==> src/rtl/ccd_frame_capture.sv <==
// Sensor capture stage: registers the raw stream, gates whole frames with start/stop
// requests and emits pixel-valid with exact column/row coordinates and a frame count.
module ccd_frame_capture #(
  parameter int COLUMNS = 1280,
  parameter int CNT_W   = 11
) (
  input  logic             iCLK,
  input  logic             iRST,
  input  logic [11:0]      iDATA,
  input  logic             iFVAL,
  input  logic             iLVAL,
  input  logic             iSTART,
  input  logic             iEND,
  output logic [11:0]      oDATA,
  output logic             oDVAL,
  output logic [CNT_W-1:0] oX_Cont,
  output logic [CNT_W-1:0] oY_Cont,
  output logic [31:0]      oFrame_Cont,
  output logic             oLINE_ERR
);

  typedef enum logic [1:0] {IDLE, WAIT_FRAME, ACTIVE} state_t;

  localparam logic [CNT_W-1:0] X_LAST = CNT_W'(COLUMNS - 1);

  state_t           state, state_nxt;
  logic [11:0]      d_DATA;
  logic             d_FVAL, d_LVAL, p_FVAL, p_LVAL;
  logic             stop_pending, stop_nxt;
  logic             frame_done, start_acc, enter_active;
  logic [CNT_W-1:0] x_cnt, y_cnt;
  logic             fval_rise, fval_fall, lval_fall, pix, short_line;

  assign fval_rise  = d_FVAL & ~p_FVAL;
  assign fval_fall  = ~d_FVAL & p_FVAL;
  assign lval_fall  = ~d_LVAL & p_LVAL;
  assign pix        = (state == ACTIVE) & d_FVAL & d_LVAL;
  assign short_line = (state == ACTIVE) & lval_fall & (x_cnt != '0);

  always_ff @(posedge iCLK or negedge iRST) begin
    if (!iRST) begin
      state        <= IDLE;
      stop_pending <= 1'b0;
    end else begin
      state        <= state_nxt;
      stop_pending <= stop_nxt;
    end
  end

  // iEND has priority over iSTART in every state
  always_comb begin
    state_nxt    = state;
    stop_nxt     = stop_pending;
    frame_done   = 1'b0;
    start_acc    = 1'b0;
    enter_active = 1'b0;
    case (state)
      IDLE: begin
        if (iSTART && !iEND) begin
          state_nxt = WAIT_FRAME;
          stop_nxt  = 1'b0;
          start_acc = 1'b1;
        end
      end
      WAIT_FRAME: begin
        if (iEND) state_nxt = IDLE;
        else if (fval_rise) begin
          state_nxt    = ACTIVE;
          enter_active = 1'b1;
        end
      end
      ACTIVE: begin
        if (iEND)        stop_nxt = 1'b1;
        else if (iSTART) stop_nxt = 1'b0;
        if (fval_fall) begin
          frame_done = 1'b1;
          state_nxt  = stop_nxt ? IDLE : WAIT_FRAME;
        end
      end
      default: state_nxt = IDLE;
    endcase
  end

  always_ff @(posedge iCLK or negedge iRST) begin
    if (!iRST) begin
      d_DATA      <= '0;
      d_FVAL      <= 1'b0;
      d_LVAL      <= 1'b0;
      p_FVAL      <= 1'b0;
      p_LVAL      <= 1'b0;
      oDATA       <= '0;
      oDVAL       <= 1'b0;
      x_cnt       <= '0;
      y_cnt       <= '0;
      oX_Cont     <= '0;
      oY_Cont     <= '0;
      oFrame_Cont <= '0;
      oLINE_ERR   <= 1'b0;
    end else begin
      d_DATA <= iDATA;
      d_FVAL <= iFVAL;
      d_LVAL <= iLVAL;
      p_FVAL <= d_FVAL;
      p_LVAL <= d_LVAL;
      oDATA  <= d_DATA;
      oDVAL  <= pix;

      if (enter_active) begin
        x_cnt <= '0;
        y_cnt <= '0;
      end else if (pix) begin
        oX_Cont <= x_cnt;
        oY_Cont <= y_cnt;
        if (x_cnt == X_LAST) begin
          x_cnt <= '0;
          y_cnt <= y_cnt + CNT_W'(1);
        end else begin
          x_cnt <= x_cnt + CNT_W'(1);
        end
      end else if (short_line) begin
        // truncated line: realign so the next line starts at column 0
        x_cnt <= '0;
        y_cnt <= y_cnt + CNT_W'(1);
      end

      if (frame_done) oFrame_Cont <= oFrame_Cont + 32'd1;

      if (start_acc)       oLINE_ERR <= 1'b0;
      else if (short_line) oLINE_ERR <= 1'b1;
    end
  end

endmodule

==> config.mk <==
export PLATFORM = sky130hd
export DESIGN_NAME = ccd_frame_capture
export DESIGN_NICKNAME = d
export VERILOG_FILES = /design/src/rtl/ccd_frame_capture.sv
export SDC_FILE = /design/constraint.sdc
export NUM_CORES = 1
export LEC_CHECK = 0
export CAP_MARGIN = 20
export CORE_MARGIN = 3
export CORE_UTILIZATION = 55
export CTS_CLUSTER_SIZE = 24
export DETAILED_ROUTE_END_ITERATION = 8
export PLACE_DENSITY = 0.84
export SYNTH_ARGS = -nofsm -noshare
export SYNTH_HDL_FRONTEND = slang
export SYNTH_SLANG_ARGS = --single-unit
==> constraint.sdc <==
create_clock -name iCLK -period 6.1 [get_ports iCLK]
set_clock_uncertainty 0.2 [all_clocks]
set_input_delay 1.22 -clock iCLK [delete_from_list [all_inputs] [get_ports iCLK]]
set_output_delay 1.22 -clock iCLK [all_outputs]
set_load 0.05 [all_outputs]
======== Yosys cells after proc, flatten, opt, wreduce, memory -nomap -nowiden ========
Index checks and enable logic that the tools add are counted.
storage, ports and cells
  bits in registers ....................... 109
  latch bits .............................. 0
  memory bits (writable) .................. 0
  memory bits (read-only) ................. 0
  output and inout bits ................... 68
  memories ................................ 0
operators by class
  add/sub/neg operators ................... 3
  multipliers ............................. 0
  divide/modulo/power cells ............... 0
  order comparisons ....................... 0
  equal/unequal tests ..................... 7
  shift operators ......................... 0
  multiplexer cells ....................... 28
  bitwise logic cells ..................... 11
  reductions and logical operators ........ 11
operators with widths
  kind                                                 count
  two-way mux 11 bit                                   8
  adder 32 x 1 -> 32 bit, second input constant        1
  adder 11 x 1 -> 11 bit, second input constant        2
  two-way mux 1 bit                                    14
  equality test 11 bit, second input constant          1
  nonzero test 11 bit                                  1
  two-way mux 2 bit                                    4
  AND 1 bit                                            7
  case mux 2 bit (3 select lines)                      1
  AND reduction 2 bit                                  3
  != test 2 bit, second input constant                 2
  inverter 1 bit                                       4
  nonzero test 2 bit                                   2
  != test 3 x 2 -> 1 bit, second input constant        1
  != test 3 bit, second input constant                 1
  AND reduction 3 bit                                  1
  nonzero test 3 bit                                   1
  equality test 2 x 1 -> 1 bit, second input constant  1
  equality test 2 bit, second input constant           1
  logical NOT 2 bit                                    1
  case mux 1 bit (2 select lines)                      1
  logical AND 1 bit                                    1
  logical NOT 1 bit                                    1

======== Depth between registers and ports, before layout ========
Gate-level depths: netlist of the first run.
  depth after elaboration ................. 7
  depth in mapped cells ................... 9
  gate-level depth less buffers ........... 7

======== Least setup slack after synthesis of the first run ========
No wires, ideal clock.
  path type ............................... input port to flip-flop
  start ................................... input port iEND
  end ..................................... register y_cnt[3]
  setup time .............................. 0.066 ns
  arrival ................................. 2.450 ns
  path slack .............................. 3.384 ns
  stages on the path ...................... 7
  path through ............................ nor2_1 > and3_2 > clkbuf_1 > nor3_2 > buf_6 > or4_1 > nand2_1
on the way
  longest elaborated chain between the ends .. 4
RTL lines
  item                                                                           RTL line  text
  from (decl)                                                                    13        input logic iEND,
  two-way mux 1 bit *                                                            66        if (iEND) state_nxt = IDLE;
  two-way mux 1 bit *                                                            57        case (state)
  != test 3 x 2 -> 1 bit (no source line) or nonzero test 3 bit (tied branches)  -
  AND reduction 2 bit (no source line)                                           -
  to (signal assigned)                                                           116       y_cnt <= y_cnt + CNT_W'(1);
  to (signal assigned)                                                           123       y_cnt <= y_cnt + CNT_W'(1);
  to (decl)                                                                      31        logic [CNT_W-1:0] x_cnt, y_cnt;
Every way passes the cells marked *; elsewhere a longest branch is shown, timed or not.
A chain may end at the register's enable or synchronous reset.

======== Worst setup path after layout of the first run ========
  start ................................... input port iEND
  end ..................................... register y_cnt[8]
The elaborated chain is that of the path after synthesis.

==> summary.md, run 1 <==
| Metric | Value |
|---|---|
| Final routed wirelength across all metal layers | 8497 um |
| Antenna violations before repair | 0 |
| Placeable core area | ~7800 um^2 |
| Post-DRT Antenna Nets | 0 |
| Number of placed cells counting well taps | around 580 |
| Final worst setup slack | approximately 2700 ps |
| Share of Yosys cell area claimed by the top area cell type | 61.65% |
| Register area | roughly 2700 um^2 |
| Proportion of synthesized chip area in sequential cells | between 60% and 70% |
| Overflow left after global routing | 0 |
| Hold/Removal Path Class | flop to flop |
| Count of yosys warnings during synthesis | 0 |
| Worst-case headroom to the max-slew limit | between 20 and 30% |
| Switch Pwr | around 520 uW |
| Clk_lat worst skew | about 360 ps |
| Total power after layout | roughly 1.6 mW |
| Setup repair after global routing missed its margin | no |
| Switching part of the total power | between 30 and 40% |
| WP data required | approximately 6000 ps |
| Ordered cell list for the critical path | clkdlybuf4s50_1, nor2_1, and3_2, nor3_2, o21ai_0, a21oi_1 |
| Sinks on Clock Net | between 100 and 150 |
| Die Wd | ~96 um |
| Buffer and inverter count on the worst path | 1 |
| HPWL Detailed | 5976 um |
| Area of the multi-input gates | about 1600 um^2 |
| Io pins | between 80 and 90 |
| Largest stage delay on the critical path | around 910 ps |
| Arr. time, crit path | between 3000 and 4000 ps |
| DRC Markers | 0 |
| Via count of the first global-routing pass | 3,233 |
| Area Growth Syn to Fin | 24.58% |
| Proportion of synthesized flip-flops having asynchronous set or reset | 100.0% |
| Register bit total from synthesis | 109 |
| Post-layout instance count excluding filler cells | 593 |
| Beginning of the worst hold path | d_DATA[9] |
| Max Fclk | 0.2944 GHz |
| GRT Resource Usage Total | roughly 20% |
| Kind of start point of the critical path | input pin |
| Clock transition at the registers of the reported paths | about 110 ps |
| Count of inserted antenna diode cells | 0 |
| Most area-hungry cell type in the Yosys netlist | sky130_fd_sc_hd__dfrtp_1 |
| Number of fill cells in the layout | 599 |
| Count of cell types in the netlist | just over 50 |
| EDFF count, synth | 0 |
| Number of buffers inserted to repair setup after CTS | 0 |
| Fraction of power consumed by combinational cells | 19.6% |
| Detailed Route Iter0 Violations | around 190 |
| Wire length of the first global-routing pass | 14,640 um |
| Slew Limit Fails | 0 |
| Largest vdd supply drop | roughly 190 uV |
| Final core utilization | 70.96% |
| Clock share of power | between 20% and 30% |
| Port Buffers | 85 |
| Total nets after synthesis | roughly 430 |
| Number of cells produced by synthesis | between 400 and 500 |
| Most frequently used flop master after synthesis | sky130_fd_sc_hd__dfrtp_1 |
| Critical path endpoint category | flop |
| CTS resizes | 0 |
| Height of the die | 95.69 um |
| Cell types with the largest area share after synthesis | sky130_fd_sc_hd__dfrtp_1 (62%), sky130_fd_sc_hd__nand2_1 (7.6%), sky130_fd_sc_hd__xor2_1 (3.8%), sky130_fd_sc_hd__xnor2_1 (3.4%), sky130_fd_sc_hd__nand3_1 (1.7%) |
| Synth Cell Area | around 4400 um^2 |
| Number of buffers between clock root and the deepest sink | 2 |
| Top Family by Delay on Critical Path | simple AND/OR/NAND/NOR gates |
| Via density per instance | between 5 and 6 |
| Total CTS buffers | 9 |
| Final number of hold-violating endpoints | 0 |
| Depth of the CTS H-tree | 3 |
| Highest fanout seen on the critical path | 22 |
| CTS Hold Bufs | 0 |
| Total Die Area | a little over 9000 um^2 |
| TritonCTS clock tree | yes |
| Routability congestion estimate | approximately 0.82 |
| Iteration count of the initial detailed-routing pass | 4 |
| WL/cell | between 10 and 15 um |
| Start of the worst register-to-register path | state[1] |
| Count of vias placed by the detailed router | about 3,200 |
| Leakage power | between 2 and 3 nW |
| Root Buffer Master | sky130_fd_sc_hd__clkbuf_8 |
| Final number of setup-violating endpoints | 0 |
| Share of final-layout standard cells stronger than drive strength 1 | under 10% |
| Slowest-stage cell, CP | sky130_fd_sc_hd__nor3_2 |
| Pre-CTS setup slack | about 2300 ps |
| Syn avg cell area | around 11 um^2 |
| Power density normalized to cell area | between 200 and 300 nW/um^2 |
| Reg power frac | 53.6% |
| Max-cap violation count | 0 |
| Setup Total Neg Slack | 0 ps |
| Nets@finish | 508 |
| Core Rows | 32 |
| Critical path startpoint | iEND |
| Internal Power | ~1.1 mW |
| Outcome | finished, final reports clean |
| Pin count of the biggest net entering global routing | 64 |
| Period minus WS final | between 3000 and 4000 ps |
| Critical path class | input pin to flop |
| Starting utilization of the core area | between 50% and 60% |
| Fin crit share | a little under three fifths |
| Slew of the pin with the lowest slew margin | between 1000 and 1500 ps |
registers in the layout, summed over array words and instances (netlist names):
name,cells
oFrame_Cont,32
oDATA,12
oLINE_ERR,1
stop_pending,1
d_FVAL,1
p_FVAL,1
x_cnt,11
oY_Cont,11
state,2
d_DATA,12
y_cnt,11
oX_Cont,11
d_LVAL,1
p_LVAL,1
oDVAL,1
synth_stat cells (2+ instances only):
| cell type | number |
|---|---|
| sky130_fd_sc_hd__xnor2_1 | 17 |
| sky130_fd_sc_hd__dfrtp_1 | 109 |
| sky130_fd_sc_hd__ha_1 | 4 |
| sky130_fd_sc_hd__nand2_1 | 89 |
| sky130_fd_sc_hd__and3_1 | 5 |
| sky130_fd_sc_hd__buf_6 | 3 |
| sky130_fd_sc_hd__o31ai_1 | 6 |
| sky130_fd_sc_hd__inv_1 | 11 |
| sky130_fd_sc_hd__clkbuf_2 | 2 |
| sky130_fd_sc_hd__or3_1 | 5 |
| sky130_fd_sc_hd__nand3_1 | 15 |
| sky130_fd_sc_hd__xor2_1 | 19 |
| sky130_fd_sc_hd__nand4_1 | 12 |
| sky130_fd_sc_hd__or4_1 | 4 |
| sky130_fd_sc_hd__nor2_1 | 20 |
| sky130_fd_sc_hd__o21ai_0 | 13 |
| sky130_fd_sc_hd__nor3_1 | 14 |
| sky130_fd_sc_hd__nand2b_1 | 3 |
| sky130_fd_sc_hd__a21oi_1 | 11 |
| sky130_fd_sc_hd__and2_1 | 2 |
| sky130_fd_sc_hd__nand4b_1 | 2 |
| sky130_fd_sc_hd__clkbuf_1 | 7 |
| sky130_fd_sc_hd__nor2b_1 | 2 |
| sky130_fd_sc_hd__and4_1 | 2 |
final cells by class:
class,count,share of cell area (%)
Timing Repair Buffer,87,15.66
Inverter,11,0.7491
Clock inverter,7,1.385
Multi-Input combinational cell,268,28.15
Sequential cell,109,49.49
Tap cell,102,2.316
Clock buffer,9,2.247
layer usage:
| layer | track usage [%] | part of all wire, % |
|---|---|---|
| met2 | 33.70 | 49 |
| met5 | 0 | 0 |
| met4 | 6.517 | 1.4 |
| met1 | 26.38 | 44 |
| met3 | 4.457 | 5.6 |
power by group through the flow:
stage	Sequential (mW)	Clock, mW	Combinational (mW)
final	0.846	0.423	0.309
after CTS	0.845	0.438	0.313
after detailed placement	0.858	0	0.311
after global routing	0.855	0.468	0.336
after global placement	0.855	0	0.301
after floorplan	0.955	0	0.0916
cell families (layout without fill, tap and decap cells):
kind of cell	count (synthesis)	after routing	share of synthesized area (%)
adder cells (fa/ha/maj)	4	4	1.131
multiplexers	2	2	0.4808
XOR/XNOR	36	36	7.127
AO/OA/AOI/OAI	40	40	5.628
buffers and inverters	27	114	3.280
flip-flops	109	109	61.65
AND/OR/NAND/NOR	186	186	20.70
through the flow:
step | area [um^2] | hold WS [ps]
after global routing | 5512 | 166.1
final | 5512 | 153.8
after floorplan | 4424 | 131.2
after global placement | 5311 | 132.2
after detailed placement | 5311 | 134.7
after CTS | 5512 | 160.0
worst paths after layout:
path	depth (start not counted)	endpoint	slack, ps
worst max-delay path	6	y_cnt[8]	2700
worst min-delay path	0	oDATA[9]	150
worst max register to register	5	oFrame_Cont[31]	3170
worst min register to register	0	oDATA[9]	150
max in group asynchronous	2	oFrame_Cont[3]	3910
min in group asynchronous	1	oFrame_Cont[23]	740
cells in the final DEF, fill, tap and decap left out, drive strengths merged, types with 3 or more instances in the layout:
cell type,n
a21oi,11
and3,6
buf,3
clkbuf,9
clkdlybuf4s50,84
clkinv,3
dfrtp,109
ha,4
inv,15
nand2,89
nand2b,3
nand3,15
nand4,12
nor2,20
nor3,15
o21ai,14
o31ai,6
or3,5
or4,4
xnor2,17
xor2,19
Power figures use the tool's default switching activity.
==> run 2: changes to the inputs <==
CORE_UTILIZATION = 46   (was 55)
PLACE_DENSITY = 0.75   (was 0.84)
clock period = 2.93 ns   (was 6.1 ns; I/O delays follow)
==> run 2 against run 1 <==
  * The run now ends with negative hold slack left
  * Final area grew 2.1%
  * Register-to-register slack got worse by 2700 ps
  * Worst setup slack worse by 2300 ps
  * Sequential power rose by 110%
  * Via count barely moved
  * Routed wire length up 3.0%
  * Core utilization decreased by 10 points
  * Clock-buffer cell count up 2
  * Global-route usage shrank 2.9 points
==> summary.md, run 2 (synthesized netlist as in run 1, its figures left out) <==
| Metric | Value |
|---|---|
| Failing checks | negative hold slack |
| Arr. time, crit path | 2520 ps (-960 ps) |
| Wire length of the first global-routing pass | 15,570 um (+6.4%) |
| Count of vias placed by the detailed router | 3,176 (+0.095%) |
| Total power after layout | 3.317 mW (+110%) |
| Share of final-layout standard cells stronger than drive strength 1 | 7.200% (+1.5 points) |
| Slew Limit Fails | 0 (unchanged) |
| Iteration count of the initial detailed-routing pass | 4 (unchanged) |
| WL/cell | 13.92 um (-2.9%) |
| Depth of the CTS H-tree | 3 (unchanged) |
| Detailed Route Iter0 Violations | 137 (-26%) |
| WP data required | 2970 ps (-3210 ps) |
| Max reg flops | 32 (unchanged) |
| Number of buffers inserted to repair setup after CTS | 0 (unchanged) |
| Leakage power | 2.580 nW (+1.7%) |
| Height of the die | 104.1 um (+8.8%) |
| Fin crit share | between 80% and 90% |
| TritonCTS clock tree | yes |
| Most frequent cells in the layout | sky130_fd_sc_hd__dfrtp_1 (109), sky130_fd_sc_hd__nand2_1 (89), sky130_fd_sc_hd__clkdlybuf4s50_1 (84) |
| Routability congestion estimate | 0.8100 (-0.93%) |
| Area Growth Syn to Fin | 27.15% |
| Setup repair after global routing missed its margin | no |
| Final routed wirelength across all metal layers | 8753 um (+3.0%) |
| Count of inserted antenna diode cells | 0 (unchanged) |
| Starting utilization of the core area | 47.65% (-9.3 points) |
| Total CTS buffers | 9 (unchanged) |
| Worst-case register-to-register setup slack | 450 ps (-2720 ps) |
| Slew of the pin with the lowest slew margin | 664.3 ps (-419.7 ps) |
| Critical path endpoint category | flop |
| Max-cap violation count | 0 (unchanged) |
| Io pins | 86 (unchanged) |
| Start of the worst register-to-register path | x_cnt[0] |
| Port Buffers | 85 (unchanged) |
| Hold slack final | -1.790 ps (-155.6 ps) |
| CTS Hold Bufs | 0 (unchanged) |
| Antenna violations before repair | 0 (unchanged) |
| Hold/Removal Path Class | input pin to async pin |
| Number of fill cells in the layout | 779 (+30%) |
| Largest vdd supply drop | 398.7 uV (+110%) |
| Outcome | complete, but fails checks |
| Clock transition at the registers of the reported paths | 110 ps (about the same) |
| Worst-case headroom to the max-slew limit | 55.47% (+28 points) |
| GRT Resource Usage Total | 17.31% (-2.9 points) |
| DRC Markers | 0 (unchanged) |
| Number of buffers between clock root and the deepest sink | 2 (unchanged) |
| Critical path class | flop to flop |
| Highest fanout seen on the critical path | 14 (-36%) |
| Overflow left after global routing | 0 (unchanged) |
| Via density per instance | 5.049 (-5.6%) |
| Power density normalized to cell area | 589.7 nW/um^2 (+110%) |
| CTS resizes | 0 (unchanged) |
| Nets@finish | 517 (+1.8%) |
| Max Fclk | roughly 0.4 GHz |
| Cell count of the worst reg-to-reg path | 8 (+3) |
| HPWL Detailed | 6233 um (+4.3%) |
| Largest registers ranked by flip-flop count | oFrame_Cont: 32 flops, d_DATA: 12 flops, oDATA: 12 flops |
| Post-DRT Antenna Nets | 0 (unchanged) |
| Final number of setup-violating endpoints | 0 (unchanged) |
| Number of placed cells counting well taps | 613 (+6.2%) |
| Final number of hold-violating endpoints | 3 (+3) |
| Via count of the first global-routing pass | 3,283 (+1.5%) |
| Critical register-to-register path endpoint | y_cnt[6] |
| Most common cell after layout, fill and taps aside | sky130_fd_sc_hd__dfrtp_1 |
| Placeable core area | 9284 um^2 (+20%) |
| Most flop-heavy register | oFrame_Cont |
| Core Rows | 35 (+9.4%) |
| Total Die Area | 10,830 um^2 (+18%) |
| Root Buffer Master | sky130_fd_sc_hd__clkbuf_8 |
| Kind of start point of the critical path | flop |
| Period minus WS final | 2484 ps |
| Setup Total Neg Slack | 0 ps (unchanged) |
| Pin count of the biggest net entering global routing | 45 (-30%) |
| Die Wd | 104.1 um (+8.8%) |
| Clk_lat worst skew | 360 ps (about the same) |
| Post-layout instance count excluding filler cells | 629 (+6.1%) |
| Sinks on Clock Net | 109 (unchanged) |
==> run 2: cell types whose count changed in the layout (fill, tap and decap cells not counted), moves of 2 or more <==
cell / delta
sky130_fd_sc_hd__buf_4: +8
sky130_fd_sc_hd__inv_8: -3
sky130_fd_sc_hd__clkinv_4: -2
sky130_fd_sc_hd__clkinvlp_4: +2
==> run 2: cell type report <==
| class | count | area, um^2 | share of cell area (%) |
|---|---|---|---|
| clock buffer | 11 | 141.4 | 2.513 |
| clock inverter | 5 | 58.81 | 1.045 |
| inverter | 11 | 41.29 | 0.7340 |
| multi-input combinational | 268 | 1551 | 27.58 |
| sequential | 109 | 2728 | 48.49 |
| tap | 129 | 161.4 | 2.869 |
| timing repair buffer | 96 | 943.4 | 16.77 |
==> run 2: worst max-delay path, stage by stage, from the launching register on <==
cell	delay (ps)
sky130_fd_sc_hd__dfrtp_1	430
sky130_fd_sc_hd__inv_1	90
sky130_fd_sc_hd__ha_1	140
sky130_fd_sc_hd__nor4b_1	330
sky130_fd_sc_hd__a31oi_2	170
sky130_fd_sc_hd__nor3_2	580
sky130_fd_sc_hd__buf_4	250
sky130_fd_sc_hd__or3_1	120
sky130_fd_sc_hd__a21oi_1	60
==> run 2: report_power, final <==
part           leakage, nW  switching [mW]  internal (mW)
Clock               0.0959           0.495          0.421
Combinational         1.04           0.405          0.235
Sequential            1.44           0.130           1.63
Total                 2.58            1.03           2.29
==> run 2: worst max path at each step <==
stage	start	end	slack, ps
6_report	x_cnt[0]	y_cnt[6]	450
2_1_floorplan	oFrame_Cont[12]	oFrame_Cont[28]	670
3_5_place_dp	iEND	y_cnt[5]	190
3_3_place_gp	iEND	y_cnt[0]	200
4_1_cts	x_cnt[1]	y_cnt[8]	450
5_1_grt	x_cnt[0]	y_cnt[5]	120
==> run 2: per-stage QoR <==
stage / setup slack (ps) / utilization (%) / instance area (um^2)
after floorplan: 673.6 / - / 4424
after global placement: 198.8 / 58.44 / 5425
after detailed placement: 189.9 / 58.44 / 5425
after CTS: 445.1 / 60.59 / 5625
after global routing: 122.2 / 60.59 / 5625
final: 446.3 / 60.59 / 5625
==> run 2: metal layers <==
metal  wire length [um]  GRT usage, %  share of wire [%]  vias up
li1                   -             -                  -     1541
met1               4043         23.10                 46     1555
met2               4020         27.07                 46       74
met3                619         6.766                7.1        6
met4                 70         3.609               0.80        0
met5                  0             0                  0        -
